$ cat config.mk
export PLATFORM = sky130hd
export DESIGN_NAME = vga_sync_gen
export DESIGN_NICKNAME = d
export VERILOG_FILES = /design/src/rtl/vga_pkg.sv /design/src/rtl/pix_clk_en.sv /design/src/rtl/vga_sync_gen.sv
export SDC_FILE = /design/constraint.sdc
export NUM_CORES = 1
export LEC_CHECK = 0
export ABC_AREA = 1
export CAP_MARGIN = 25
export CORE_MARGIN = 1.5
export CORE_UTILIZATION = 54
export DETAILED_ROUTE_END_ITERATION = 8
export HOLD_SLACK_MARGIN = 0.05
export PLACE_DENSITY = 0.85
export SYNTH_ARGS = -nofsm -noshare
export SYNTH_HDL_FRONTEND = slang
export SYNTH_HIERARCHICAL = 1
export SYNTH_SLANG_ARGS = --single-unit
$ cat constraint.sdc
create_clock -name clk -period 2.1 [get_ports clk]
set_clock_uncertainty 0.15 [all_clocks]
set_input_delay 0.525 -clock clk [delete_from_list [all_inputs] [get_ports clk]]
set_output_delay 0.525 -clock clk [all_outputs]
set_load 0.05 [all_outputs]
$ cat src/rtl/vga_pkg.sv
// vga_pkg: shared 640x480@60 timing constants and counter helpers for the video pipeline
package vga_pkg;
  typedef logic [9:0] cnt_t;
  localparam int VGA_H_ACTIVE = 640;
  localparam int VGA_H_FP     = 16;
  localparam int VGA_H_SYNC   = 96;
  localparam int VGA_H_BP     = 48;
  localparam int VGA_V_ACTIVE = 480;
  localparam int VGA_V_FP     = 10;
  localparam int VGA_V_SYNC   = 2;
  localparam int VGA_V_BP     = 33;
  localparam int VGA_H_TOTAL  = VGA_H_ACTIVE + VGA_H_FP + VGA_H_SYNC + VGA_H_BP;
  localparam int VGA_V_TOTAL  = VGA_V_ACTIVE + VGA_V_FP + VGA_V_SYNC + VGA_V_BP;
  function automatic logic in_win(input cnt_t c, input cnt_t lo, input cnt_t hi);
    return c >= lo && c < hi;
  endfunction
endpackage

$ cat src/rtl/pix_clk_en.sv
// pix_clk_en: divides clk by CLK_DIV into a one-cycle pixel strobe, frozen while en is low
module pix_clk_en #(
  parameter int CLK_DIV = 2
) (
  input  logic clk,
  input  logic rst_n,
  input  logic en,
  output logic pix_tick
);
  localparam logic [3:0] LAST = 4'(CLK_DIV - 1);
  logic [3:0] div_cnt;
  logic       tc;
  // tc is kept in step with div_cnt==LAST so the strobe leaves a flop, gated only by en
  always_ff @(posedge clk or negedge rst_n)
    if (!rst_n) begin
      div_cnt <= '0;
      tc      <= LAST == 4'd0;
    end else if (en) begin
      div_cnt <= tc ? 4'd0 : div_cnt + 4'd1;
      tc      <= tc ? LAST == 4'd0 : div_cnt + 4'd1 == LAST;
    end
  assign pix_tick = en & tc;
endmodule

$ cat src/rtl/vga_sync_gen.sv
// vga_sync_gen: VGA raster counters with registered sync, blanking and line/frame strobes
module vga_sync_gen import vga_pkg::*; #(
  parameter int   CLK_DIV  = 2,
  parameter int   H_ACTIVE = VGA_H_ACTIVE,
  parameter int   H_FP     = VGA_H_FP,
  parameter int   H_SYNC   = VGA_H_SYNC,
  parameter int   H_BP     = VGA_H_BP,
  parameter int   V_ACTIVE = VGA_V_ACTIVE,
  parameter int   V_FP     = VGA_V_FP,
  parameter int   V_SYNC   = VGA_V_SYNC,
  parameter int   V_BP     = VGA_V_BP,
  parameter logic SYNC_POL = 1'b0
) (
  input  logic       clk,
  input  logic       rst_n,
  input  logic       en,
  output logic       pix_tick,
  output logic [9:0] hcnt,
  output logic [9:0] vcnt,
  output logic       active,
  output logic       hs_vga,
  output logic       vs_vga,
  output logic       line_start,
  output logic       frame_start
);
  localparam int   H_TOTAL = H_ACTIVE + H_FP + H_SYNC + H_BP;
  localparam int   V_TOTAL = V_ACTIVE + V_FP + V_SYNC + V_BP;
  localparam cnt_t H_LAST  = cnt_t'(H_TOTAL - 1);
  localparam cnt_t V_LAST  = cnt_t'(V_TOTAL - 1);
  localparam cnt_t HA      = cnt_t'(H_ACTIVE);
  localparam cnt_t VA      = cnt_t'(V_ACTIVE);
  localparam cnt_t HS_B    = cnt_t'(H_ACTIVE + H_FP);
  localparam cnt_t HS_E    = cnt_t'(H_ACTIVE + H_FP + H_SYNC);
  localparam cnt_t VS_B    = cnt_t'(V_ACTIVE + V_FP);
  localparam cnt_t VS_E    = cnt_t'(V_ACTIVE + V_FP + V_SYNC);
  logic tick, ls_q, fs_q, hs_n, vs_n, act_n;
  cnt_t h_nxt, v_nxt;
  pix_clk_en #(.CLK_DIV(CLK_DIV)) u_div (
    .clk      (clk),
    .rst_n    (rst_n),
    .en       (en),
    .pix_tick (tick)
  );
  assign pix_tick = tick;
  // decode the count about to be loaded so every flag lands together with it
  always_comb begin
    h_nxt = hcnt == H_LAST ? '0 : hcnt + 10'd1;
    v_nxt = hcnt != H_LAST ? vcnt : vcnt == V_LAST ? '0 : vcnt + 10'd1;
    act_n = h_nxt < HA && v_nxt < VA;
    hs_n  = in_win(h_nxt, HS_B, HS_E) ? SYNC_POL : ~SYNC_POL;
    vs_n  = in_win(v_nxt, VS_B, VS_E) ? SYNC_POL : ~SYNC_POL;
  end
  always_ff @(posedge clk or negedge rst_n)
    if (!rst_n) begin
      hcnt   <= '0;
      vcnt   <= '0;
      active <= 1'b1;
      hs_vga <= ~SYNC_POL;
      vs_vga <= ~SYNC_POL;
      ls_q   <= 1'b0;
      fs_q   <= 1'b0;
    end else begin
      ls_q <= tick && h_nxt == '0;
      fs_q <= tick && h_nxt == '0 && v_nxt == '0;
      if (tick) begin
        hcnt   <= h_nxt;
        vcnt   <= v_nxt;
        active <= act_n;
        hs_vga <= hs_n;
        vs_vga <= vs_n;
      end
    end
  assign line_start  = en & ls_q;
  assign frame_start = en & fs_q;
endmodule

; After elaboration in Yosys (flattened, before gate mapping)
; Cells that the tools add are included.
; W data, S select, Z words.
[totals]
register_bits = 30
in_bits = 3
n_memories = 0
ramBits = 0
latchBits = 0
word_cells = 39
romBits = 0
[classes]
mux = 7
addsub = 3
n_mul = 0
reduce_logical = 7
bitwise_logic = 3
div_mod_pow = 0
magnitude_cmp = 6
eq_ne = 4
shift = 0
[ops]
columns = op, n
row1 = $mux W10, 3
row2 = $add A10 B1 Y10 const B, 2
row3 = $eq A10 B10 Y1 const B, 2
row4 = $logic_not A10 Y1, 2
row5 = $lt A10 B10 Y1 const B, 2
row6 = $lt A10 B9 Y1 const B, 2
row7 = $ge A10 B10 Y1 const B, 1
row8 = $ge A10 B9 Y1 const B, 1
row9 = $ne A10 B10 Y1 const B, 1
row10 = $logic_and A1 B1 Y1, 5
row11 = $add A4 B1 Y4 const B, 1
row12 = $eq A4 B1 Y1 const B, 1
row13 = $mux W4, 1
row14 = $and A1 B1 Y1, 3
row15 = $mux W1, 3

; Longest topological paths before layout
; Gate-level depths: netlist of run 1.
[depth]
ltp_word = 6
ltp_mapped = 13
mapped_depth_nobuf = 13

; Cells and area by module
; Netlist of run 1, hierarchy kept.
[by_module_without_submodules]
columns = module, seq_area_each_um2, n_inst, area_per_inst_um2, cells_per_inst
row1 = vga_sync_gen, 629.4, 1, 1740.4, 268
row2 = pix_clk_en, 125.1, 1, 277.8, 34

; Least setup slack after synthesis of run 1
; OpenSTA, ideal clock, no wires.
[synth_path]
path_type = reg2reg
from = reg hcnt[0]
to = reg vs_vga
setup_time_ns = 0.072
t_arrival_ns = 1.927
path_stages_with_launch = 13
slack_ns = -0.050
cell_sequence = dfrtp_1 -> ha_1 -> nand2_1 -> nor2_2 -> nand3_2 -> nor2_4 -> nand2_1 -> nand2_1 -> nand2_1 -> nor2_1 -> nand3_1 -> nand2_1 -> inv_1
[synth_via]
elab_chain_cells = 5
word_cells_on_any_way = 6
[synth_rtl]
columns = element, line
row1 = from (decl), vga_sync_gen.sv:18  ; output logic [9:0] hcnt,
row2 = from (signal assigned), vga_sync_gen.sv:66  ; hcnt <= h_nxt;
row3 = $ne A10 B10 Y1 *, vga_sync_gen.sv:48  ; v_nxt = hcnt != H_LAST ? vcnt : vcnt == V_LAST ? '0 : vcnt + 10'd1;
row4 = $mux W10 *, vga_sync_gen.sv:48
row5 = $ge A10 B9 Y1 or $lt A10 B9 Y1 (tied branches), vga_pkg.sv:15  ; return c >= lo && c < hi;
row6 = $logic_and A1 B1 Y1 *, vga_pkg.sv:15
row7 = $mux W1 *, vga_sync_gen.sv:51  ; vs_n = in_win(v_nxt, VS_B, VS_E) ? SYNC_POL : ~SYNC_POL;
row8 = to (signal assigned), vga_sync_gen.sv:59  ; vs_vga <= ~SYNC_POL;
row9 = to (signal assigned), vga_sync_gen.sv:70  ; vs_vga <= vs_n;
row10 = to (decl), vga_sync_gen.sv:22  ; output logic vs_vga,
; Mark *: on every way between the ends. The rest lies on a longest branch, timed or not.
; A chain may end at the register's enable or synchronous reset.

; Worst setup path in the final report of run 1
[layout_path]
from = reg hcnt[1]
to = reg vs_vga
; The elaborated chain is that of the path after synthesis.

==> results.json, run 1 <==
{
  "outcome": "complete, no violations",
  "max_stage_delay_ns": 0.42,
  "gp_congestion": 0.922,
  "ir_worst_vdd_v": 0.000837,
  "multi_input_area_mm2": 0.00110,
  "first_pass_iters": 4,
  "setup_violations": 0,
  "met3WireLength_um": 364,
  "synth_seq_area_share_pct": 37.4,
  "hp-class": "reg2reg",
  "holdBufCountCts": 0,
  "cp_top_family": "simple AND/OR/NAND/NOR gates",
  "cts_root_buf": "clkbuf_8",
  "path_cells": "ha_4 > nand2_1 > nor2_4 > nand3_2 > nor2_4 > nand2_1 > nand2_1 > nand2_1 > nor2_2 > nand3_1 > nand2_1 > inv_1",
  "total_power_mw": 2.62,
  "start_kind": "flop",
  "first_global_vias": 1953,
  "layout.nets": 357,
  "yosysMostFrequentCell": "nand2_1",
  "die_width_um": 64.1,
  "p_leak_nw": 1.33,
  "coreArea_mm2": 0.00363,
  "wl_met2_mm": 2.57,
  "synth_area_mm2": 0.00202,
  "cts-buffers-inserted": 5,
  "hold_viol": 0,
  "antenna_found_initial": 0,
  "cts_tree": "built",
  "seq_area_um2": 758,
  "worst_path_max_delay_cell": "dfrtp_2",
  "vias": 2132,
  "netlist_top_cells_area": "dfrtp_1 33%, nand2_1 18%, inv_1 8.0%",
  "async_flop_share_pct": 100,
  "drc": 0,
  "crit_top_cell": "nand2_1",
  "cap_viol_max_count": 0,
  "synthFlopType": "dfrtp_1",
  "ys_types": 28,
  "synth_edf_count": 0,
  "h-tree-depth": 2,
  "design_area_mm2": 0.00262,
  "fp.dieH_um": 64.1,
  "finalWorstPathRequiredPeriod_ns": 1.99,
  "first_iter_violations": 154,
  "maxSlewHeadroom_pct": 73.5,
  "synth.yosys.warnings": 6,
  "place_area_mm2": 0.00244,
  "fin_crit_sh_pct": 94.7,
  "placed_cells": 383,
  "grt_pass1_wl_mm": 8.80,
  "fin_cells": 397,
  "crit_path_max_fanout": 5,
  "grt-ovfl-total": 0,
  "clk_latency_ns": 0.29,
  "synth_top_area_share_pct": 33.5,
  "area_delta_synth_final_pct": 29.8,
  "avgSynthCellArea_um2": 6.68,
  "nFillCells": 292,
  "worst-setup-path-type": "reg2reg",
  "wl_met1_mm": 2.18,
  "wl_per_cell_um": 13.1,
  "port_buffers": 28,
  "syn_inst": 302,
  "routed_wl_mm": 5.20,
  "grt_max_degree": 31,
  "syn_nets": 311,
  "cp.buffers_inverters": 1,
  "grt_util_all_layers_pct": 27.4,
  "ys_top_cells_by_count": "99 x nand2_1, 43 x inv_1, 34 x nor2_1",
  "critPathRequiredTime_ns": 2.18,
  "layout-drive-gt1-share_pct": 23.8,
  "hpwl_mm": 3.68,
  "clock_path_buffers": 2,
  "die_area_mm2": 0.00411,
  "synth_area_leader_cell": "dfrtp_1",
  "via_per_inst": 5.37,
  "postRouteAntennaNets": 0,
  "powerDensity_mw_per_mm2": 998,
  "clk_pin_slew_ns": 0.07,
  "antenna_cells": 0,
  "fmax_mhz": 503,
  "ioPinCount": 29,
  "arrival_ns": 2.07,
  "worst_pin_slew_ns": 0.397,
  "start_util_pct": 55.5,
  "cp-end-kind": "flop",
  "ys_ff_latch": 30,
  "slew_violations": 0,
  "clock_sinks": 30,
  "row_count": 22,
  "routed.top_layer": "met4"
}
==> final cells by class <==
cell class	instances	area share [%]
Clock buffer	6	3.15
Clock inverter	2	0.478
Inverter	47	6.73
Multi-Input combinational cell	221	42.1
Sequential cell	30	28.9
Tap cell	48	2.29
Timing Repair Buffer	43	16.3
==> flip-flops by register name, summed over array words and instances (netlist names) <==
name and count:
vcnt 10, u_div/tc 1, hs_vga 1, ls_q 1, hcnt 10, vs_vga 1
u_div/div_cnt 4, active 1, fs_q 1
==> metrics by stage <==
step / utilization (%) / worst slack, ns / hold WS [ns] / setup TNS (ns)
floorplan: - / 0.0407 / 0.0794 / 0
global placement: 67.1 / -0.0166 / 0.336 / -0.0166
detailed placement: 67.1 / -0.0492 / 0.332 / -0.0771
finish: 72.1 / 0.110 / 0.341 / 0
global route: 72.1 / -0.0104 / 0.353 / -0.0128
CTS: 69.7 / 0.0263 / 0.344 / 0
==> where the power goes <==
group	switching, mW	internal [mW]	leakage (nW)
Sequential	0.183	0.702	0.383
Combinational	0.814	0.418	0.899
Clock	0.235	0.263	0.0472
==> path summary, 6_finish.rpt <==
| check | endpoint | cells after the start | from | slack (ns) |
|---|---|---|---|---|
| worst max-delay path | vs_vga$_DFFE_PN1P_ | 12 | hcnt[1]$_DFFE_PN0P_ | 0.11 |
| worst min-delay path | active$_DFFE_PN1P_ | 2 | active$_DFFE_PN1P_ | 0.34 |
| worst max register to register | vs_vga$_DFFE_PN1P_ | 12 | hcnt[1]$_DFFE_PN0P_ | 0.11 |
| worst min register to register | active$_DFFE_PN1P_ | 2 | active$_DFFE_PN1P_ | 0.34 |
| max in group asynchronous | hs_vga$_DFFE_PN1P_ | 2 | rst_n | 1.00 |
| min in group asynchronous | hcnt[0]$_DFFE_PN0P_ | 2 | rst_n | 0.48 |
==> cells in the final DEF, fill, tap and decap left out, types with 3 or more instances in the layout <==
cell and n:
nand4_1 6, nand2_2 3, dfrtp_1 24, inv_2 6, nand3_2 3, nor2_4 3, nand2_1 99, clkbuf_8 6
dfrtp_2 3, nand3_1 22, dfstp_2 3, o21ai_1 3, nor2_2 6, buf_12 8, ha_1 5, nor2_1 32
buf_4 33, inv_1 40, o21ai_0 25
==> timing repair <==
| action | CTS | global route |
|---|---|---|
| setup buffers | 0 | 6 |
| setup endpoints to repair | 2 | 4 |
| gates resized for setup | 3 | 8 |
| pin swaps | 0 | 2 |
==> cells by family after synthesis <==
kind of cell    after synthesis  synth area share (%)
fa+ha+maj                     6                  3.72
flops                        30                  37.4
compound gates               35                  9.36
simple gates                180                  40.0
buf+inv                      51                  9.48
==> per-layer routing <==
layer  up-vias  track usage, %
li1       1040               -
met2        85            46.1
met4         0            9.84
met3        11            5.81
met5         -               0
met1       996            34.7
==> worst register-to-register path, delay by kind of cell, from the launching register on <==
| family | cells | cell delay (ns) |
|---|---|---|
| fa+ha+maj | 1 | 0.17 |
| buf+inv | 1 | 0.04 |
| flops | 1 | 0.42 |
| simple gates | 10 | 1.13 |
No activity file was read; power rests on OpenSTA's default activity.
==> run 2: changes to the inputs <==
- CTS_BUF_LIST: not set -> sky130_fd_sc_hd__clkbuf_16
- SLEW_MARGIN: not set -> 25
==> run 2 against run 1 <==
Register-to-register slack gained 0.03 ns. Critical path depth is the same. Clock power grew 38%. Non-clock buffer count shrank 4. Maximum frequency grew 1.5%. Global-route usage grew 0.27 points. Worst hold slack gained 0.00096 ns. Setup slack gained 0.029 ns. Final area grew 0.29%. Die area is the same. Clock-buffer cell count shrank 1.
==> results.json, run 2 (synthesized netlist as in run 1, its figures left out) <==
{
  "reg_top3": "hcnt (10), vcnt (10), u_div/div_cnt (4)",
  "p_clk_share_pct": 24.6,
  "clock_sinks": 30,
  "p_seq_share_pct": 31.7,
  "hp-class": "reg2reg",
  "grt_pass1_wl_mm": 8.92,
  "postRouteAntennaNets": 0,
  "outcome": "complete, no violations",
  "cts_root_buf": "clkbuf_16",
  "grt_max_degree": 31,
  "start_util_pct": 55.5,
  "total_power_mw": 2.79,
  "crit_path_max_fanout": 5,
  "r2r-start": "hcnt[1]$_DFFE_PN0P_",
  "switching_share_pct": 44.5,
  "area_delta_synth_final_pct": 30.2,
  "r2r-end": "vs_vga$_DFFE_PN1P_",
  "placed_cells": 383,
  "ir_worst_vdd_v": 0.000816,
  "maxSlewHeadroom_pct": 73.4,
  "critPathRequiredTime_ns": 2.16,
  "p_comb_share_pct": 43.7,
  "clk_latency_ns": 0.28,
  "cp-endpoint": "vs_vga$_DFFE_PN1P_",
  "fin_cells": 393,
  "worst_pin_slew_ns": 0.396,
  "first_pass_iters": 4,
  "fmax_mhz": 510,
  "cap_viol_max_count": 0,
  "grt_util_all_layers_pct": 27.6,
  "hold_viol": 0,
  "row_count": 22,
  "p_int_mw": 1.55,
  "coreArea_mm2": 0.00363,
  "r2r_slack_ns": 0.14,
  "r2r_cells": 12,
  "first_global_vias": 1982,
  "fp.dieH_um": 64.1,
  "max_stage_delay_ns": 0.41,
  "antenna_cells": 0,
  "port_buffers": 28,
  "wl_per_cell_um": 13.0,
  "drc": 0,
  "h-tree-depth": 2,
  "crit_top_cell": "nand2_1",
  "worst-setup-path-type": "reg2reg",
  "timing.hold.ws_ns": 0.342,
  "die_area_mm2": 0.00411,
  "layout-drive-gt1-share_pct": 22.6,
  "arrival_ns": 2.02,
  "first_iter_violations": 135,
  "p_leak_nw": 1.33,
  "grt-ovfl-total": 0,
  "pre_cts_ws_ns": -0.0492,
  "critPathLaunch": "hcnt[1]$_DFFE_PN0P_",
  "routed_wl_mm": 5.11,
  "finalWorstPathRequiredPeriod_ns": 1.96,
  "ioPinCount": 29,
  "powerDensity_mw_per_mm2": 1060,
  "clock_path_buffers": 2,
  "layout.nets": 353,
  "rsz0062_at_grt": "true",
  "p_sw_mw": 1.24,
  "slew_violations": 0,
  "cts_tree": "built",
  "fin_crit_sh_pct": 93.4,
  "cp-end-kind": "flop",
  "crit_cells": 12,
  "gp_congestion": 0.922,
  "hpwl_mm": 3.68,
  "setup_violations": 0,
  "postLayoutCoreUtil_pct": 72.3,
  "worst_path_max_delay_cell": "dfrtp_2",
  "start_kind": "flop",
  "die_width_um": 64.1,
  "cts-buffers-inserted": 5,
  "antenna_found_initial": 0,
  "via_per_inst": 5.38,
  "clk_pin_slew_ns": 0.05,
  "finalWorstSetupSlack_ns": 0.139,
  "path_cells": "ha_4 > nand2_1 > nor2_4 > nand3_2 > nor2_4 > nand2_1 > nand2_1 > nand2_1 > nor2_2 > nand3_1 > nand2_1 > inv_1",
  "mostFrequentLayoutCells": "99 x nand2_1, 40 x inv_1, 32 x nor2_1, 30 x buf_4, 25 x o21ai_0",
  "vias": 2113,
  "cp.buffers_inverters": 1,
  "final_common_cell": "nand2_1",
  "cp_top_family": "simple AND/OR/NAND/NOR gates"
}
run 2: cell types whose count changed in the layout (fill, tap and decap cells not counted), sizes merged:
cell,before,now
dlygate4sd2,1,0
clkinv,2,3
buf,41,37
clkbuf,6,5
dlymetal6s2s,0,1
run 2: worst reg2reg max path, stage by stage, from the launching register on:
cell	delay (ns)
dfrtp_2	0.41
ha_4	0.17
nand2_1	0.11
nor2_4	0.15
nand3_2	0.11
nor2_4	0.19
nand2_1	0.07
nand2_1	0.10
nand2_1	0.07
nor2_2	0.14
nand3_1	0.09
nand2_1	0.07
inv_1	0.04
run 2: cell type report:
class | count | area (um^2)
flip-flops and latches | 30 | 758
clock inverters | 3 | 16.3
repair buffers | 39 | 388
well taps | 48 | 60.1
inverters | 47 | 176
fillers | 296 | 1010
multi-input cells | 221 | 1100
clock buffers | 5 | 125
run 2: power groups by stage:
stage / registers (mW) / logic [mW] / clock network [mW]
final: 0.884 / 1.22 / 0.685
after floorplan: 1.13 / 0.532 / 0
after CTS: 0.869 / 1.18 / 0.692
after global placement: 0.872 / 1.14 / 0
after global routing: 0.916 / 1.32 / 0.722
after detailed placement: 0.878 / 1.17 / 0
run 2: per-stage QoR:
| step | setup TNS (ns) | instance area (um^2) |
|---|---|---|
| floorplan | 0 | 2020 |
| CTS | 0 | 2580 |
| detailed placement | -0.0771 | 2440 |
| finish | 0 | 2630 |
| global placement | -0.0166 | 2440 |
| global route | -0.00708 | 2630 |
run 2: worst min-delay path by stage:
stage               slack, ns  depth (start not counted)                  to          startpoint
finish                   0.34                          2  active$_DFFE_PN1P_  active$_DFFE_PN1P_
global route             0.35                          2  active$_DFFE_PN1P_  active$_DFFE_PN1P_
CTS                      0.34                          2  active$_DFFE_PN1P_  active$_DFFE_PN1P_
detailed placement       0.33                          2  active$_DFFE_PN1P_  active$_DFFE_PN1P_
global placement         0.34                          2  active$_DFFE_PN1P_  active$_DFFE_PN1P_
floorplan                0.08                          0      fs_q$_DFF_PN0_               rst_n
run 2: per-layer routing:
layer	share of wire, %	routed length, um	global-route usage (%)
met5	0	0	0
met1	43	2210	34.9
met3	5.2	268	5.81
met2	49	2500	45.2
met4	2.4	125	13.0
run 2: repair_timing:
| action | 4_1_cts | 5_1_grt |
|---|---|---|
| buffers inserted | 0 | 2 |
| gates resized for setup | 2 | 9 |
| pin swaps | 0 | 2 |
| hold endpoints to repair | 0 | 0 |
| hold buffers | 0 | 0 |
| setup endpoints to repair | 2 | 7 |
==> run 3: changes to the inputs <==
- SETUP_SLACK_MARGIN: not set -> 0.05
==> run 3 against run 2 <==
Combinational power barely moved. Cell count grew 1.5%. Clock power is essentially flat. Critical path type unchanged.
==> results.json, run 3 (synthesized netlist as in run 1, its figures left out) <==
{
  "postRouteAntennaNets": 0,
  "nFillCells": 287,
  "cts-buffers-inserted": 5,
  "grt_pass1_wl_mm": 8.39,
  "antenna_found_initial": 0,
  "worst-setup-path-type": "reg2reg",
  "worst_pin_slew_ns": 0.378,
  "crit_path_max_fanout": 5,
  "hp-class": "reg2reg",
  "powerDensity_mw_per_mm2": 1050,
  "area_delta_synth_final_pct": 32.8,
  "arrival_ns": 2.01,
  "ir_worst_vdd_v": 0.000808,
  "worst_path_max_delay_cell": "dfrtp_2",
  "maxSlewHeadroom_pct": 74.6,
  "switching_share_pct": 45.0,
  "grt-ovfl-total": 0,
  "critPathRequiredTime_ns": 2.16,
  "reg_top3": "hcnt (10), vcnt (10), u_div/div_cnt (4)",
  "cts_root_buf": "clkbuf_16",
  "clock_sinks": 30,
  "finalWorstPathRequiredPeriod_ns": 1.95,
  "p_comb_share_pct": 44.2,
  "clk_latency_ns": 0.28,
  "layout-drive-gt1-share_pct": 25.4,
  "first_global_vias": 1851,
  "clock_path_buffers": 2,
  "fp.dieH_um": 64.1,
  "total_power_mw": 2.82,
  "row_count": 22,
  "holdBufCountCts": 0,
  "ioPinCount": 29,
  "grt_max_degree": 31,
  "layout.nets": 359,
  "p_int_mw": 1.55,
  "h-tree-depth": 2,
  "hold_viol": 0,
  "r2r-end": "vs_vga$_DFFE_PN1P_",
  "antenna_cells": 0,
  "hpwl_mm": 3.62,
  "slew_violations": 0,
  "r2r_slack_ns": 0.15,
  "cap_viol_max_count": 0,
  "rsz0062_at_grt": "false",
  "cp-endpoint": "vs_vga$_DFFE_PN1P_",
  "fin_crit_sh_pct": 92.8,
  "mostFrequentLayoutCells": "97 x nand2_1, 42 x inv_1, 35 x buf_4, 30 x nor2_1, 25 x o21ai_0",
  "cts_tree": "built",
  "port_buffers": 28,
  "coreArea_mm2": 0.00363,
  "via_per_inst": 5.34,
  "critPathLaunch": "hcnt[0]$_DFFE_PN0P_",
  "crit_top_cell": "nand2_1",
  "fmax_mhz": 513,
  "final_common_cell": "nand2_1",
  "setup_violations": 0,
  "p_sw_mw": 1.27,
  "r2r_cells": 12,
  "max_stage_delay_ns": 0.42,
  "wl_per_cell_um": 13.1,
  "p_clk_share_pct": 24.2,
  "first_pass_iters": 4,
  "vias": 2129,
  "p_leak_nw": 1.35,
  "routed_wl_mm": 5.22,
  "first_iter_violations": 153,
  "p_seq_share_pct": 31.6,
  "cp-end-kind": "flop",
  "path_cells": "ha_4 > nand2_2 > nor2_4 > nand3_2 > nor2_4 > nand2_1 > nand2_1 > nand2_1 > nor2_2 > nand3_1 > nand2_1 > inv_1",
  "grt_util_all_layers_pct": 26.1,
  "postLayoutCoreUtil_pct": 73.8,
  "die_area_mm2": 0.00411,
  "start_util_pct": 55.5,
  "drc": 0,
  "start_kind": "flop",
  "die_width_um": 64.1,
  "r2r-start": "hcnt[0]$_DFFE_PN0P_",
  "gp_congestion": 1.02,
  "clk_pin_slew_ns": 0.05,
  "outcome": "complete, no violations"
}
## run 3: cell count changes in the layout (fill, tap and decap cells not counted), sizes merged
| cell | delta |
|---|---|
| dlymetal6s2s | -1 |
| buf | +5 |
| dlygate4sd2 | +1 |
| nand4 | +1 |
| clkinvlp | -1 |
| inv | +1 |
## run 3: worst max-delay path: cells and delay by family (launching register included)
family / cells / cell delay (ns)
AND/OR/NAND/NOR: 10 / 1.10
adder cells (fa/ha/maj): 1 / 0.18
buffers and inverters: 1 / 0.03
flip-flops: 1 / 0.42
## run 3: worst min-delay path by stage
stage,slack (ns),from,endpoint,cells past startpoint
3_3_place_gp,0.33,active$_DFFE_PN1P_,active$_DFFE_PN1P_,2
2_1_floorplan,0.08,rst_n,fs_q$_DFF_PN0_,0
5_1_grt,0.37,active$_DFFE_PN1P_,active$_DFFE_PN1P_,2
6_report,0.34,active$_DFFE_PN1P_,active$_DFFE_PN1P_,2
4_1_cts,0.34,active$_DFFE_PN1P_,active$_DFFE_PN1P_,2
3_5_place_dp,0.34,active$_DFFE_PN1P_,active$_DFFE_PN1P_,2
## run 3: area by class of cell
| type | count | area [um^2] | area share, % |
|---|---|---|---|
| Multi-Input combinational cell | 222 | 1130 | 42.3 |
| Sequential cell | 30 | 759 | 28.3 |
| Timing Repair Buffer | 44 | 413 | 15.4 |
| Inverter | 47 | 176 | 6.58 |
| Clock buffer | 5 | 125 | 4.67 |
| Tap cell | 48 | 60.1 | 2.24 |
| Clock inverter | 3 | 12.5 | 0.467 |
## run 3: per-stage QoR
step	TNS, ns	instances	setup WS (ns)	hold WS [ns]	instance area (um^2)
finish	0	399	0.151	0.343	2680
detailed placement	-0.108	383	-0.0566	0.336	2430
floorplan	0	302	0.125	0.0794	2020
global route	0	399	0.0381	0.373	2680
CTS	0	391	0.0701	0.344	2570
global placement	-0.0837	383	-0.0296	0.331	2430
## run 3: power groups by stage
stage               Combinational, mW  Sequential, mW  Clock (mW)
global placement                 1.13           0.874           0
finish                           1.25           0.892       0.684
CTS                              1.17           0.871       0.691
global route                     1.36           0.910       0.711
detailed placement               1.16           0.878           0
floorplan                       0.532            1.13           0
## run 3: what timing repair did
item | in CTS | in global routing
gates resized for setup | 3 | 14
gates cloned | 0 | 1
setup endpoints to repair | 4 | 4
setup buffers | 0 | 7
pin swaps | 1 | 4
## run 3: metal layers
layer / up-vias / GRT usage, % / share of wire [%]
met4: 0 / 9.04 / 2.6
li1: 1052 / - / -
met5: - / 0 / 0
met1: 973 / 35.2 / 43
met2: 86 / 41.9 / 46
met3: 18 / 5.46 / 8.1
